**config.mk**
```make
export PLATFORM = sky130hd
export DESIGN_NAME = mem_ctrl
export DESIGN_NICKNAME = d
export VERILOG_FILES = /design/src/rtl/mem_ctrl.sv
export SDC_FILE = /design/constraint.sdc
export NUM_CORES = 1
export LEC_CHECK = 0
export ABC_AREA = 1
export CORE_MARGIN = 5
export CORE_UTILIZATION = 45
export CTS_BUF_LIST = sky130_fd_sc_hd__clkbuf_2 sky130_fd_sc_hd__clkbuf_4 sky130_fd_sc_hd__clkbuf_8
export CTS_CLUSTER_SIZE = 16
export DETAILED_ROUTE_END_ITERATION = 6
export PLACE_DENSITY = 0.75
export SETUP_SLACK_MARGIN = 0.4
export SLEW_MARGIN = 20
export SYNTH_ARGS = -nofsm -noshare
export SYNTH_HDL_FRONTEND = slang
export SYNTH_SLANG_ARGS = --single-unit
```
**constraint.sdc**
```tcl
create_clock -name clk_in -period 6.87 [get_ports clk_in]
set_clock_uncertainty 0.1 [all_clocks]
set_input_delay 0.687 -clock clk_in [delete_from_list [all_inputs] [get_ports clk_in]]
set_output_delay 0.687 -clock clk_in [all_outputs]
set_load 0.05 [all_outputs]
```
**src/rtl/mem_ctrl.sv**
```systemverilog
// mem_ctrl: serialises LSB load/store and instruction-fetch accesses onto a
// byte-wide RAM/IO bus, one byte per cycle, and reassembles/extends read data.
// Op encoding: LB=11 LH=12 LW=13 LBU=14 LHU=15 SB=16 SH=17 SW=18.
// Optional feature macro: MEM_CTRL_IO_STALL_EN. When it is defined, a store byte
// aimed at I/O space waits while io_buffer_full is high.
module mem_ctrl #(
  parameter logic [1:0] IO_MASK_HI = 2'b11
) (
  input  logic        clk_in,
  input  logic        rst_in,
  input  logic        rdy_in,
  input  logic        roll_back,
  input  logic        lsb_load,
  input  logic [31:0] load_address,
  input  logic [5:0]  op_type_load,
  output logic        finish_load,
  output logic [31:0] data_load,
  input  logic        lsb_store,
  input  logic [31:0] store_address,
  input  logic [31:0] data_store,
  input  logic [5:0]  op_type_store,
  output logic        finish_store,
  input  logic        ifetch_req,
  input  logic [31:0] ifetch_addr,
  output logic        ifetch_done,
  output logic [31:0] ifetch_data,
  input  logic [7:0]  mem_din,
  output logic [7:0]  mem_dout,
  output logic [31:0] mem_a,
  output logic        mem_wr,
  input  logic        io_buffer_full
);

  localparam logic [5:0] OP_LB  = 6'd11;
  localparam logic [5:0] OP_LH  = 6'd12;
  localparam logic [5:0] OP_LW  = 6'd13;
  localparam logic [5:0] OP_LBU = 6'd14;
  localparam logic [5:0] OP_LHU = 6'd15;
  localparam logic [5:0] OP_SB  = 6'd16;
  localparam logic [5:0] OP_SH  = 6'd17;

  typedef enum logic [2:0] {S_IDLE, S_LOAD, S_STORE, S_FETCH, S_DONE} state_t;
  typedef enum logic [1:0] {K_LOAD, K_STORE, K_FETCH} kind_t;

  state_t      state_q, state_d;
  logic [2:0]  cnt_q, cnt_d;
  logic [31:0] addr_q;
  logic [31:0] wdata_q;
  logic [31:0] rdata_q;
  logic [5:0]  op_q;
  logic [2:0]  len_q;
  kind_t       kind_q;

  logic [31:0] byte_addr;
  logic [31:0] ext_data;
  logic        io_hold;
  logic        capture;
  logic [1:0]  cap_sel;

  // Number of bus bytes an op moves.
  function automatic logic [2:0] op_len(input logic [5:0] op);
    case (op)
      OP_LB, OP_LBU, OP_SB: op_len = 3'd1;
      OP_LH, OP_LHU, OP_SH: op_len = 3'd2;
      default:              op_len = 3'd4;
    endcase
  endfunction

  assign byte_addr = addr_q + {29'd0, cnt_q};

  // A read byte for position cnt-1 sits on mem_din while cnt is 1..len.
  assign capture = rdy_in && !roll_back && (cnt_q != 3'd0) &&
                   ((state_q == S_LOAD) || (state_q == S_FETCH));
  assign cap_sel = cnt_q[1:0] - 2'd1;

`ifdef MEM_CTRL_IO_STALL_EN
  assign io_hold = (state_q == S_STORE) && (byte_addr[17:16] == IO_MASK_HI) &&
                   io_buffer_full;
`else
  logic unused_io;
  assign io_hold   = 1'b0;
  assign unused_io = ^{io_buffer_full, IO_MASK_HI};
`endif

  // State register and byte counter.
  always_ff @(posedge clk_in or posedge rst_in) begin
    if (rst_in) begin
      state_q <= S_IDLE;
      cnt_q   <= 3'd0;
    end else begin
      state_q <= state_d;
      cnt_q   <= cnt_d;
    end
  end

  // Request latch and read-data assembly.
  always_ff @(posedge clk_in or posedge rst_in) begin
    if (rst_in) begin
      addr_q  <= 32'd0;
      wdata_q <= 32'd0;
      rdata_q <= 32'd0;
      op_q    <= 6'd0;
      len_q   <= 3'd0;
      kind_q  <= K_LOAD;
    end else if (rdy_in && (state_q == S_IDLE)) begin
      rdata_q <= 32'd0;
      if (lsb_store) begin
        addr_q  <= store_address;
        wdata_q <= data_store;
        op_q    <= op_type_store;
        len_q   <= op_len(op_type_store);
        kind_q  <= K_STORE;
      end else if (lsb_load) begin
        addr_q  <= load_address;
        op_q    <= op_type_load;
        len_q   <= op_len(op_type_load);
        kind_q  <= K_LOAD;
      end else if (ifetch_req) begin
        addr_q  <= ifetch_addr;
        op_q    <= OP_LW;
        len_q   <= 3'd4;
        kind_q  <= K_FETCH;
      end
    end else if (capture) begin
      rdata_q[{cap_sel, 3'b000} +: 8] <= mem_din;
    end
  end

  // Next-state: arbitration in IDLE, byte stepping, flush and completion.
  always_comb begin
    state_d = state_q;
    cnt_d   = cnt_q;
    if (rdy_in) begin
      case (state_q)
        S_IDLE: begin
          cnt_d = 3'd0;
          if (lsb_store)       state_d = S_STORE;
          else if (lsb_load)   state_d = S_LOAD;
          else if (ifetch_req) state_d = S_FETCH;
        end
        S_LOAD, S_FETCH: begin
          if (roll_back) begin
            state_d = S_IDLE;
            cnt_d   = 3'd0;
          end else if (cnt_q == len_q) begin
            state_d = S_DONE;
            cnt_d   = 3'd0;
          end else begin
            cnt_d = cnt_q + 3'd1;
          end
        end
        S_STORE: begin
          if (!io_hold) begin
            if (cnt_q == len_q - 3'd1) begin
              state_d = S_DONE;
              cnt_d   = 3'd0;
            end else begin
              cnt_d = cnt_q + 3'd1;
            end
          end
        end
        S_DONE:  state_d = S_IDLE;
        default: state_d = S_IDLE;
      endcase
    end
  end

  // Load extension from the captured bytes.
  always_comb begin
    case (op_q)
      OP_LB:   ext_data = {{24{rdata_q[7]}}, rdata_q[7:0]};
      OP_LBU:  ext_data = {24'd0, rdata_q[7:0]};
      OP_LH:   ext_data = {{16{rdata_q[15]}}, rdata_q[15:0]};
      OP_LHU:  ext_data = {16'd0, rdata_q[15:0]};
      default: ext_data = rdata_q;
    endcase
  end

  // Bus drive and completion pulses.
  always_comb begin
    mem_a        = 32'd0;
    mem_dout     = 8'd0;
    mem_wr       = 1'b0;
    finish_load  = 1'b0;
    finish_store = 1'b0;
    ifetch_done  = 1'b0;
    data_load    = 32'd0;
    ifetch_data  = 32'd0;
    case (state_q)
      S_LOAD, S_FETCH: begin
        // While paused, keep presenting the byte still owed so its data is
        // back on mem_din in the first cycle after running resumes.
        if (!rdy_in && (cnt_q != 3'd0)) mem_a = byte_addr - 32'd1;
        else if (cnt_q != len_q)         mem_a = byte_addr;
      end
      S_STORE: begin
        mem_a    = byte_addr;
        mem_dout = wdata_q[{cnt_q[1:0], 3'b000} +: 8];
        mem_wr   = rdy_in && !io_hold;
      end
      S_DONE: begin
        if (rdy_in && !(roll_back && (kind_q != K_STORE))) begin
          case (kind_q)
            K_LOAD: begin
              finish_load = 1'b1;
              data_load   = ext_data;
            end
            K_STORE: finish_store = 1'b1;
            K_FETCH: begin
              ifetch_done = 1'b1;
              ifetch_data = rdata_q;
            end
            default: ;
          endcase
        end
      end
      default: ;
    endcase
  end

endmodule
```
==> impl_metrics.csv <==
group,metric,value,unit
logic_synthesis,yosysSeqAreaShare,32.7,%
clocking,cts_setup_buffers,0,
floorplan,fp.dieH,149,um
power_and_ir_drop,combPwrFrac,58.8,%
logic_synthesis,avgSynthCellArea,6.52,sq um
cells_and_area,multi_input_area,0.00499,sq mm
cells_and_area,drive_gt1_share,7.80,%
power_and_ir_drop,leakage,5.00,nW
route,postRouteAntennaNets,0,
route,wl_per_cell,15.7,um
flow_run,max_cap_viol_count,0,
cells_and_area,n_fill_cell,1738,
route,num_vias,9781,
floorplan,die_w,149,um
route,drc,0,
route,dr.pass1.iters,5,
grt,globalRouteOverflowTotal,0,
timing,worst_hold_slack,0.391,ns
setup_path,arrival,5.19,ns
route,via_per_inst,5.32,
timing,fmax,167,MHz
setup_path,path_max_fanout,22,
logic_synthesis,synth_cell_type_count,45,
place,gp_congestion,0.920,
logic_synthesis,synth.cell_area,0.00864,sq mm
power_and_ir_drop,power_switching,2.43,mW
route,wirelength,28900,um
setup_path,crit_required,6.08,ns
setup_path,cp-start-kind,"flip-flop",
timing,finalCritPeriodShare,87.0,%
setup_path,end_kind,"output port",
cells_and_area,seq_area,0.00283,sq mm
timing,setup_tns,0,ns
timing,drv_slew,0,
clocking,cts_max_level,4,
cells_and_area,fin_util,63.4,%
clocking,insertion_delay,0.45,ns
clocking,cts_tree,"built",
cells_and_area,fin_cells,1837,
cells_and_area,finalNetCount,1732,
run_status,status,"completed",
place,port_buffers,262,
logic_synthesis,synth_top_cell_area_share,32.7,%
logic_synthesis,syn_nets,1492,
grt,antenna_found_initial,0,
grt,grt_pass1_wl,45600,um
power_and_ir_drop,swShare,51.6,%
clocking,numCtsBuffers,17,
power_and_ir_drop,clockPowerShare,16.8,%
timing,setup_viol,0,
logic_synthesis,netlist_instances,1325,
floorplan,core_area,0.0188,sq mm
place,place_area,0.0114,sq mm
logic_synthesis,ys_async_sr_fraction,100,%
floorplan,die-area,0.0221,sq mm
logic_synthesis,synth.area.top_cells,"dfrtp_1 (33%), nand2_1 (16%), nor2_1 (8.3%)",
place,dpl.hpwl,22200,um
logic_synthesis,synth-main-ff-cell,"dfrtp_1",
timing,rsz0062_at_grt,"false",
clocking,postCtsHoldBufs,0,
setup_path,crit_type,"reg2out",
logic_synthesis,synth_top_area_cell,"dfrtp_1",
grt,grt_pass1_vias,8645,
clocking,clock_path_buffers,2,
timing,worstMarginPinSlew,0.935,ns
floorplan,ioPinCount,264,
logic_synthesis,ys_ff_latch,113,
route,drtIter0Drc,740,
power_and_ir_drop,p_seq_share,24.4,%
timing,relSlewSlack,37.3,%
logic_synthesis,ys_warn_count,0,
cells_and_area,diodes,0,
place,placed_cells,1806,
timing,hold_viol_final,0,
timing,fin_crit,5.98,ns
clocking,clk_pin_slew,0.07,ns
cells_and_area,fin_area,0.0119,sq mm
clocking,cts-resized-gates,0,
cells_and_area,syn_to_final_growth,38.2,%
clocking,root_buffer,"clkbuf_8",
power_and_ir_drop,powerDensity,394,mW/mm^2
power_and_ir_drop,ir_worst_vdd,0.241,mV
grt,grt_max_degree,73,
floorplan,rows,50,
floorplan,start_util,45.9,%
min_path,min_path_type,"reg2reg",
logic_synthesis,synth_edf_count,0,
grt,globalRouteTotalUtil,25.5,%
place,dpl_worst_slack,1.04,ns
power_and_ir_drop,intPower,2.28,mW
power_and_ir_drop,total_power,4.71,mW
timing,setup_slack,0.892,ns
clocking,clock-sinks,113,
placed cells by master (no fill, tap or decap), types with 5 or more instances in the layout:
cell type	n
inv_1	155
bufinv_16	6
nor2_4	12
inv_2	8
o21ai_1	9
ha_1	10
clkbuf_8	17
xnor2_1	7
o21ai_0	50
nor4_1	5
a41oi_1	32
buf_4	7
nor2_1	190
o211ai_1	10
o32ai_1	5
nand3_1	75
nand2_1	370
dfrtp_1	113
nand2_2	19
o22ai_1	29
a21oi_1	65
mux2_2	16
clkinv_4	5
nor3_1	13
nor2_2	14
clkdlybuf4s50_1	262
nand4_1	25
nand3_2	7
Yosys cell counts (3+ instances only):
master and n:
a21oi_1 65, a31oi_1 3, a41oi_1 32, buf_2 11, clkbuf_1 36, clkinv_1 5
dfrtp_1 113, ha_1 10, inv_1 156, inv_2 8, mux2_2 16, nand2_1 370
nand2_2 19, nand3_1 76, nand3_2 6, nand3b_1 4, nand4_1 25, nor2_1 192
nor2_2 12, nor2_4 12, nor3_1 13, nor4_1 5, o211ai_1 10, o21ai_0 50
o21ai_1 9, o22ai_1 29, o31ai_1 3, o32ai_1 5, xnor2_1 7
critical path, stage by stage (launching register included):
cell	delay (ns)
dfrtp_1	0.95
inv_1	0.30
ha_1	0.28
nand2_1	0.10
nand2_2	0.15
inv_1	0.47
nor2_1	0.30
nor2_2	0.49
clkinv_1	0.43
o21ai_0	0.26
nand2_1	0.08
o31ai_1	0.08
clkdlybuf4s50_1	0.84
power by group through the flow:
stage,combinational [mW],clock [mW],sequential [mW]
6_report,2.77,0.790,1.15
5_1_grt,3.02,0.827,1.18
4_1_cts,2.75,0.796,1.14
3_5_place_dp,2.74,0,1.15
3_3_place_gp,2.69,0,1.14
2_1_floorplan,2.00,0,1.06
final timing paths:
kind,to,start,slack [ns],cells past startpoint
max reg2reg,rdata_q[5],cnt_q[1],3.96,9
max,mem_a[0],cnt_q[1],0.89,12
min,op_q[4],op_q[4],0.39,2
max in group asynchronous,rdata_q[30],rst_in,4.83,3
min reg2reg,op_q[4],op_q[4],0.39,2
min in group asynchronous,addr_q[31],rst_in,0.57,2
metal layers:
| metal | vias up | part of all wire, % | track usage [%] |
|---|---|---|---|
| met1 | 4544 | 44 | 36.4 |
| met5 | - | 0 | 0 |
| met3 | 35 | 7.8 | 5.09 |
| li1 | 4822 | - | - |
| met4 | 0 | 1.7 | 6.88 |
| met2 | 380 | 46 | 39.5 |
logic make-up after synthesis:
kind of cell / Yosys count / share of synthesized area (%)
simple gates: 740 / 37.3
xor+xnor: 9 / 0.912
buf+inv: 217 / 9.67
fa+ha+maj: 11 / 1.68
flops: 113 / 32.7
mux: 16 / 2.09
compound gates: 219 / 15.6
flip-flops by register name, summed over array words and instances (netlist names):
name and flops:
addr_q 32, kind_q 2, wdata_q 32, cnt_q 3, op_q 6, len_q 3
state_q 3, rdata_q 32
cell type report:
type | count | area share (%)
sequential | 113 | 23.7
multi-input combinational | 995 | 41.8
clock buffer | 17 | 1.96
inverter | 169 | 5.34
timing repair buffer | 269 | 22.4
tap | 260 | 2.72
clock inverter | 14 | 2.12
Power figures use the tool's default switching activity.
